$ cat src/rtl/daq_fx2_streamer.sv
// Packet-aligning bridge from the DAQ FIFO (FWFT read side) to the FX2 slave FIFO.
// Hunts for the preamble, checks packet-counter continuity, forwards whole packets.
module daq_fx2_streamer #(
  parameter logic [15:0] PREAMBLE      = 16'hAAAA,
  parameter int          PAYLOAD_WORDS = 64,
  parameter bit          PKTEND_EN     = 1'b1
) (
  input  logic        clk_i,
  input  logic        reset_i,
  input  logic        en_i,
  input  logic [15:0] fifo_dout_i,
  input  logic        fifo_empty_i,
  output logic        fifo_rd_en_o,
  input  logic        fx2_full_n_i,
  output logic [15:0] fx2_fd_o,
  output logic        fx2_slwr_n_o,
  output logic        fx2_pktend_n_o,
  output logic        pkt_done_o,
  output logic [15:0] drop_cnt_o,
  output logic [15:0] seq_err_cnt_o,
  output logic        synced_o
);
  localparam int PCW = (PAYLOAD_WORDS > 1) ? $clog2(PAYLOAD_WORDS) : 1;
  localparam logic [PCW-1:0] LAST = PCW'(PAYLOAD_WORDS - 1);

  typedef enum logic [2:0] {S_HUNT, S_HDR, S_CNT, S_PAY, S_END} state_t;

  state_t         state;
  logic [15:0]    expected;
  logic           seq_valid;
  logic [PCW-1:0] pay_cnt;

  logic avail, fwd, is_pre, xfer, hunt_pop;

  assign avail    = en_i & ~fifo_empty_i;
  assign fwd      = (state == S_HDR) | (state == S_CNT) | (state == S_PAY);
  assign xfer     = avail & fx2_full_n_i & fwd;
  assign is_pre   = (fifo_dout_i == PREAMBLE);
  // A preamble seen while hunting stays at the FIFO head so HDR can forward it.
  assign hunt_pop = (state == S_HUNT) & avail & ~is_pre;

  assign fifo_rd_en_o = ~reset_i & (xfer | hunt_pop);
  assign synced_o     = (state != S_HUNT);

  always_ff @(posedge clk_i or posedge reset_i) begin
    if (reset_i) begin
      state          <= S_HUNT;
      expected       <= 16'h0000;
      seq_valid      <= 1'b0;
      pay_cnt        <= '0;
      fx2_fd_o       <= 16'h0000;
      fx2_slwr_n_o   <= 1'b1;
      fx2_pktend_n_o <= 1'b1;
      pkt_done_o     <= 1'b0;
      drop_cnt_o     <= 16'h0000;
      seq_err_cnt_o  <= 16'h0000;
    end else begin
      fx2_slwr_n_o   <= ~xfer;
      fx2_pktend_n_o <= 1'b1;
      pkt_done_o     <= 1'b0;
      if (xfer) fx2_fd_o <= fifo_dout_i;

      case (state)
        S_HUNT: begin
          if (hunt_pop) begin
            if (drop_cnt_o != 16'hFFFF) drop_cnt_o <= drop_cnt_o + 16'd1;
          end else if (avail) begin
            state <= S_HDR;
          end
        end
        S_HDR: if (xfer) state <= S_CNT;
        S_CNT: begin
          if (xfer) begin
            if (seq_valid && (fifo_dout_i != expected) && (seq_err_cnt_o != 16'hFFFF))
              seq_err_cnt_o <= seq_err_cnt_o + 16'd1;
            expected  <= fifo_dout_i + 16'd1;
            seq_valid <= 1'b1;
            pay_cnt   <= '0;
            state     <= S_PAY;
          end
        end
        S_PAY: begin
          if (xfer) begin
            pay_cnt <= pay_cnt + PCW'(1);
            if (pay_cnt == LAST) begin
              pkt_done_o <= 1'b1;
              state      <= PKTEND_EN ? S_END : S_HUNT;
            end
          end
        end
        S_END: begin
          // No write is issued here, so the pulse never coincides with SLWR.
          if (fx2_full_n_i) begin
            fx2_pktend_n_o <= 1'b0;
            state          <= S_HUNT;
          end
        end
        default: state <= S_HUNT;
      endcase
    end
  end
endmodule

$ cat config.mk
export PLATFORM = sky130hd
export DESIGN_NAME = daq_fx2_streamer
export DESIGN_NICKNAME = d
export VERILOG_FILES = /design/src/rtl/daq_fx2_streamer.sv
export SDC_FILE = /design/constraint.sdc
export NUM_CORES = 1
export LEC_CHECK = 0
export CAP_MARGIN = 30
export CORE_MARGIN = 2
export CORE_UTILIZATION = 54
export CTS_BUF_LIST = sky130_fd_sc_hd__clkbuf_4
export CTS_CLUSTER_SIZE = 24
export DETAILED_ROUTE_END_ITERATION = 6
export HOLD_SLACK_MARGIN = 0.08
export PLACE_DENSITY = 0.86
export SLEW_MARGIN = 30
export SYNTH_ARGS = -nofsm -noshare
export SYNTH_HDL_FRONTEND = slang
export SYNTH_SLANG_ARGS = --single-unit
$ cat constraint.sdc
create_clock -name clk_i -period 5.64 [get_ports clk_i]
set_input_delay 1.692 -clock clk_i [delete_from_list [all_inputs] [get_ports clk_i]]
set_output_delay 1.692 -clock clk_i [all_outputs]
set_load 0.02 [all_outputs]
==> results.md, run 1 <==
* Core Region at between 0.007 and 0.008 mm^2
* Most common cell after layout, fill and taps aside: dfrtp_1
* CP bufs+invs at 3
* Ant diodes at 0
* First-pass detailed-route iteration total at 4
* Vias at just over 3000
* Initial core utilization at 0.554
* Synth Register Bits at 77
* Post-layout net count at 476
* Synthesized area per cell at 10.8 um^2
* Worst hold path type: flip-flop to flip-flop
* Crit path arrival time at roughly 3800 ps
* P_leak at 0.00219 uW
* Total CTS buffers at 9
* Synth top area share at 0.470
* Chip width at 90 um
* Max IR drop VDD at roughly 120 uV
* Critical Path End Type: output pin
* Rel. slew slack at 0.436
* DRC viols at 0
* DRT iter0 DRCs at between 200 and 250
* Peak Freq at 181 MHz
* Post-synth top flop: dfrtp_1
* Worst Path Max Fanout at 2
* Ratio of total power to cell area at 232 mW/mm^2
* Routed WL per cell at roughly 16 um
* Yosys warning count at 0
* FF-to-FF Start: expected[7]
* Pre-CTS setup slack at 80.4 ps
* Most frequent cells in the layout: 75 x dfrtp_1, 73 x clkdlybuf4s50_1, 36 x nand2_1
* DIE HEIGHT at 90 um
* Largest stage delay on the critical path at 530 ps
* GRT Total Usage at 0.225
* Syn_nets at about 400
* Setup TNS at 0 ps
* Ranking of synthesized cells by area: dfrtp_1 47%, xnor2_1 7.5%, mux2_2 5.4%
* Final Hold Viols at 0
* Hold Crit Start: seq_err_cnt_o[7]
* Io pins at 74
* WP data required at 3950 ps
* Final WL at 8790 um
* Delay-heaviest family, CP: buffers and inverters
* Die ar. at 0.00810 mm^2
* Placed inst area at just under 0.005 mm^2
* Largest net degree at the start of global routing at 38
* CTS Buffer Depth at 2
* Setup ws final at 104 ps
* Type of origin of the critical path: primary input
* MaxCap Viol Count at 0
* Row count at 31
* Critical Path Source: fifo_dout_i[0]
* Ys async rst share at 1.00
* Crit Path Category: primary input to output pin
* Clk_lat worst skew at between 400 and 500 ps
* TritonCTS clock tree: done
* Yosys top cell by area: dfrtp_1
* Antenna-violating nets left at 0
* Root buffer cell: clkbuf_4
* P&R area growth vs syn at 26.1%
* Period utilization at 0.982
* Port bufs at between 70 and 80
* GP Congestion at roughly 0.87
* Vias in the first global route at between 3000 and 4000
* Post-Syn Area at approximately 0.004 mm^2
* Outcome: completed
* Clock skew at approximately 17 ps
* Clock tree sinks at between 70 and 80
* Post-synth EDFFs at 0
* Total global routing overflow at 0
* Post-CTS setup buffers at 0
* Fin area at 0.00504 mm^2
* Fin Hold WS at 501 ps
* Final core occ at 0.698
* Synth unique cells at 55
* Sequential share of the synthesized area at 0.483
* Post-DP HPWL at between 6000 and 7000 um
* Max Slew Vio Count at 0
* Setup violations, final at 0
* CP Cell Sequence: clkdlybuf4s50_1 -> inv_1 -> ha_1 -> nor4bb_2 -> nand4_1 -> and4_1 -> nor2_1 -> nor2_1 -> clkdlybuf4s50_1
* Fraction of layout cells with a size suffix above 1 at 0.156
* First-pass GRT wire length at 14900 um
* Period minus WS final at 5540 ps
* Post-Syn Instances at approximately 370
* Initial antenna violation count at 0
* Tightest Pin Transition at approximately 840 ps
* Unrepaired setup endpoints after global routing: false
* H-Tree Depth at 3
* Hold Buf Count CTS at 0
* Worst-path clk slew at 120 ps
* DR vias/cell at 5.60
* CP max stage cell: clkdlybuf4s50_1
[path summary, 6_finish.rpt]
path | to | slack, ps | cells after the start
min in group asynchronous | drop_cnt_o[11] | 1760 | 2
setup / recovery | fifo_rd_en_o | 100 | 9
hold / removal | seq_err_cnt_o[7] | 500 | 1
hold reg to reg | seq_err_cnt_o[7] | 500 | 1
setup reg to reg | seq_err_cnt_o[15] | 3380 | 5
max in group asynchronous | drop_cnt_o[5] | 3070 | 3
[synth_stat cells (all sizes together), types with 2 or more instances]
library cell	count
nand4	21
dfstp	2
nor2	12
xor2	23
o21ai	21
and4	7
xnor2	35
inv	6
nor2b	2
nand4b	3
and3	10
clkbuf	8
nand2	36
nand2b	4
and4bb	2
mux2	21
buf	14
a22o	4
ha	5
nand3	25
nor3	3
dfrtp	75
nor3b	2
nor4	11
[flip-flops by register name, summed over array words and instances, names as in the netlist]
register and cells:
fx2_fd_o 16, fx2_pktend_n_o 1, seq_valid 1, state 3, pay_cnt 6, seq_err_cnt_o 16
expected 16, drop_cnt_o 16, pkt_done_o 1, fx2_slwr_n_o 1
[metrics by stage]
step                cells  total power, uW
floorplan             369              709
global placement      538              798
detailed placement    538              803
CTS                   554             1180
global route          554             1220
finish                554             1170
[layout make-up]
cell class / instances / area, um^2
Timing Repair Buffer: 92 / 873
Tap cell: 99 / 124
Clock buffer: 10 / 75.1
Inverter: 6 / 22.5
Fill cell: 533 / 2180
Clock inverter: 6 / 87.6
Sequential cell: 77 / 1930
Multi-Input combinational cell: 264 / 1920
[worst register-to-register path, cell delays in order (launching register included)]
cell and delay, ps:
dfrtp_1 410, xnor2_1 240, nand4_2 170, nor4_4 790
nor4_1 190, mux2_1 350
[per-layer routing]
layer / up-vias / share of wire / global-route usage
li1: 1471 / - / -
met1: 1518 / 0.43 / 0.288
met2: 95 / 0.51 / 0.387
met3: 17 / 0.036 / 0.0251
met4: 0 / 0.023 / 0.0987
met5: - / 0 / 0
[cells by family after synthesis]
| logic type | after synthesis | synth area share |
|---|---|---|
| adder cells (fa/ha/maj) | 5 | 0.0157 |
| XOR/XNOR | 58 | 0.132 |
| flip-flops | 77 | 0.483 |
| AND/OR/NAND/NOR | 147 | 0.222 |
| AO/OA/AOI/OAI | 32 | 0.0482 |
| buffers and inverters | 28 | 0.0367 |
| multiplexers | 22 | 0.0627 |
[power by group]
group          switching (uW)  internal [uW]  leakage (uW)
sequential               28.3            576       0.00106
combinational            91.3           96.1       0.00105
clock                     195            184     0.0000786
[what timing repair did]
item,CTS,global route
gates resized for setup,0,1
hold endpoints to repair,0,0
endpoints found under the setup margin,0,1
No activity file was read; power rests on OpenSTA's default activity.
==> run 2, diff against run 1 <==
--- a/config.mk
+++ b/config.mk
@@ -9,6 +9,7 @@
 export CORE_MARGIN = 2
 export CORE_UTILIZATION = 54
 export CTS_BUF_LIST = sky130_fd_sc_hd__clkbuf_4
+export CTS_CLUSTER_DIAMETER = 150
 export CTS_CLUSTER_SIZE = 24
 export DETAILED_ROUTE_END_ITERATION = 6
 export HOLD_SLACK_MARGIN = 0.08
==> results of run 2 <==
The final DEF is identical to that of run 1; final timing and power are the same.
==> run 3, diff against run 2 <==
--- a/config.mk
+++ b/config.mk
@@ -5,7 +5,6 @@
 export SDC_FILE = /design/constraint.sdc
 export NUM_CORES = 1
 export LEC_CHECK = 0
-export CAP_MARGIN = 30
 export CORE_MARGIN = 2
 export CORE_UTILIZATION = 54
 export CTS_BUF_LIST = sky130_fd_sc_hd__clkbuf_4
==> constraint.sdc (replaced) <==
create_clock -name clk_i -period 5.14 [get_ports clk_i]
set_input_delay 1.542 -clock clk_i [delete_from_list [all_inputs] [get_ports clk_i]]
set_output_delay 1.542 -clock clk_i [all_outputs]
set_load 0.02 [all_outputs]
==> run 3 against run 2 <==
Critical path depth is 1 lower; cell area is 0.45% higher; cell count grew 0.18%; clock power rose by 20%; worst hold slack worse by 6.0 ps; largest power group unchanged; flip-flop and latch count unchanged.
==> results.md, run 3 (synthesis gave the netlist of run 1 again) <==
* Post-DP HPWL at 6350 um (was 6400 um)
* GP Congestion at 0.867 (was 0.870)
* Clock tree sinks at 77 (unchanged)
* Worst-path clk slew at 110 ps (was 120 ps)
* Fin Hold WS at 495 ps (was 501 ps)
* Clk_lat worst skew at 420 ps (was 410 ps)
* Post-layout net count at 477 (was 476)
* Pre-CTS setup slack at -64.0 ps (was 80.4 ps)
* P_leak at 0.00221 uW (was 0.00219 uW)
* Port bufs at 73 (unchanged)
* CTS Buffer Depth at 2 (unchanged)
* DRC viols at 0 (unchanged)
* Final Hold Viols at 0 (unchanged)
* Routed WL per cell at 15.6 um (was 15.9 um)
* Unrepaired setup endpoints after global routing: false (unchanged)
* FF-to-FF Start: drop_cnt_o[0] (was expected[7])
* Max Slew Vio Count at 0 (unchanged)
* DR vias/cell at 5.57 (was 5.60)
* Worst Path Max Fanout at 2 (unchanged)
* Crit path arrival time at 3420 ps (was 3840 ps)
* Total CTS buffers at 9 (unchanged)
* Post-CTS setup buffers at 0 (unchanged)
* Initial core utilization at 0.554 (unchanged)
* Root buffer cell: clkbuf_4 (unchanged)
* Type of origin of the critical path: primary input (unchanged)
* First-pass GRT wire length at 14800 um (was 14900 um)
* Max IR drop VDD at 145 uV (was 120 uV)
* Reg2Reg Capture Point: drop_cnt_o[1] (was seq_err_cnt_o[15])
* GRT Total Usage at 0.226 (was 0.225)
* Die ar. at 0.00810 mm^2 (unchanged)
* Non-filler instance count after layout at 555 (was 554)
* MaxCap Viol Count at 0 (unchanged)
* Total global routing overflow at 0 (unchanged)
* Crit path capture: fifo_rd_en_o (unchanged)
* Row count at 31 (unchanged)
* DIE HEIGHT at 90 um (unchanged)
* Final WL at 8670 um (was 8790 um)
* Setup violations, final at 0 (unchanged)
* Placed cell count at 539 (was 538)
* Antenna-violating nets left at 0 (unchanged)
* Most frequent cells in the layout: 75 x dfrtp_1, 72 x clkdlybuf4s50_1, 36 x nand2_1 (was 75 x dfrtp_1, 73 x clkdlybuf4s50_1, 36 x nand2_1)
* Chip width at 90 um (unchanged)
* Tightest Pin Transition at 817 ps (was 839 ps)
* Critical Path End Type: output pin (unchanged)
* DRT iter0 DRCs at 153 (was 217)
* Period minus WS final at between 4000 and 5000 ps
* Critical Path Source: fifo_dout_i[1] (was fifo_dout_i[0])
* TritonCTS clock tree: done (unchanged)
* Outcome: completed (unchanged)
* Ant diodes at 0 (unchanged)
* Vias at 3092 (was 3101)
* Period utilization at 0.966
* Clock skew at 14.8 ps (was 16.9 ps)
* Ratio of total power to cell area at 261 mW/mm^2 (was 232 mW/mm^2)
* Reg2Reg Depth at 6 (was 5)
* H-Tree Depth at 3 (unchanged)
* WP data required at 3600 ps (was 3950 ps)
* Vias in the first global route at 3032 (was 3108)
* Largest net degree at the start of global routing at 78 (was 38)
* Crit Path Category: primary input to output pin (unchanged)
* P&R area growth vs syn at 26.7% (was 26.1%)
* Worst hold path type: flip-flop to flip-flop (unchanged)
* Io pins at 74 (unchanged)
* Initial antenna violation count at 0 (unchanged)
* Peak Freq at 201 MHz
* Core Region at 0.00721 mm^2 (unchanged)
* Reg2reg setup slack at 2940 ps (was 3380 ps)
* Setup ws final at 176 ps (was 104 ps)
* First-pass detailed-route iteration total at 4 (unchanged)
* Rel. slew slack at 0.451 (was 0.436)
* Fraction of layout cells with a size suffix above 1 at 0.151 (was 0.156)
* Final Total Pwr at 1320 uW (was 1170 uW)
* Most common cell after layout, fill and taps aside: dfrtp_1 (unchanged)
[run 3: worst min path at each step]
stage | end | cells after the start | start
2_1_floorplan | expected[0] | 2 | expected[0]
3_3_place_gp | seq_err_cnt_o[8] | 1 | seq_err_cnt_o[8]
3_5_place_dp | seq_err_cnt_o[8] | 1 | seq_err_cnt_o[8]
4_1_cts | seq_err_cnt_o[8] | 1 | seq_err_cnt_o[8]
5_1_grt | drop_cnt_o[12] | 1 | drop_cnt_o[12]
6_report | seq_err_cnt_o[8] | 1 | seq_err_cnt_o[8]
[run 3: worst max-delay path, cell delays in order]
cell and delay [ps]:
clkdlybuf4s50_1 480, ha_1 130, nor4bb_1 300, nand4_1 210
and4_1 270, nor2_1 130, nor2_1 50, dlygate4sd2_1 310
[run 3: repair_timing]
| action | in CTS | in global routing |
|---|---|---|
| setup endpoints to repair | 1 | 0 |
| resized for setup | 1 | 0 |
| hold buffers | 0 | 0 |
[run 3: final cells by class]
type                            count  area [um^2]
Inverter                            6         22.5
Fill cell                         525         2160
Tap cell                           99          124
Multi-Input combinational cell    264         1920
Clock inverter                      7          114
Sequential cell                    77         1930
Timing Repair Buffer               93          883
Clock buffer                        9         67.6
[run 3: power by group]
part           switching [uW]  total [uW]  internal (uW)  leakage (uW)
combinational             100         206            106       0.00106
clock                     209         453            244     0.0000912
sequential               30.0         662            632       0.00106
total                     339        1320            981       0.00221
[run 3: metal layers]
layer | global-route usage | vias up | part of all wire
li1 | - | 1471 | -
met1 | 0.289 | 1528 | 0.42
met2 | 0.380 | 82 | 0.52
met3 | 0.0469 | 11 | 0.039
met4 | 0.0846 | 0 | 0.016
met5 | 0 | - | 0
[run 3: metrics by stage]
step	TNS, ps	util	cell area [um^2]
after global routing	0	0.701	5060
after global placement	-14.8	0.676	4870
final	0	0.701	5060
after CTS	0	0.701	5050
after detailed placement	-64.0	0.676	4870
after floorplan	0	-	3990
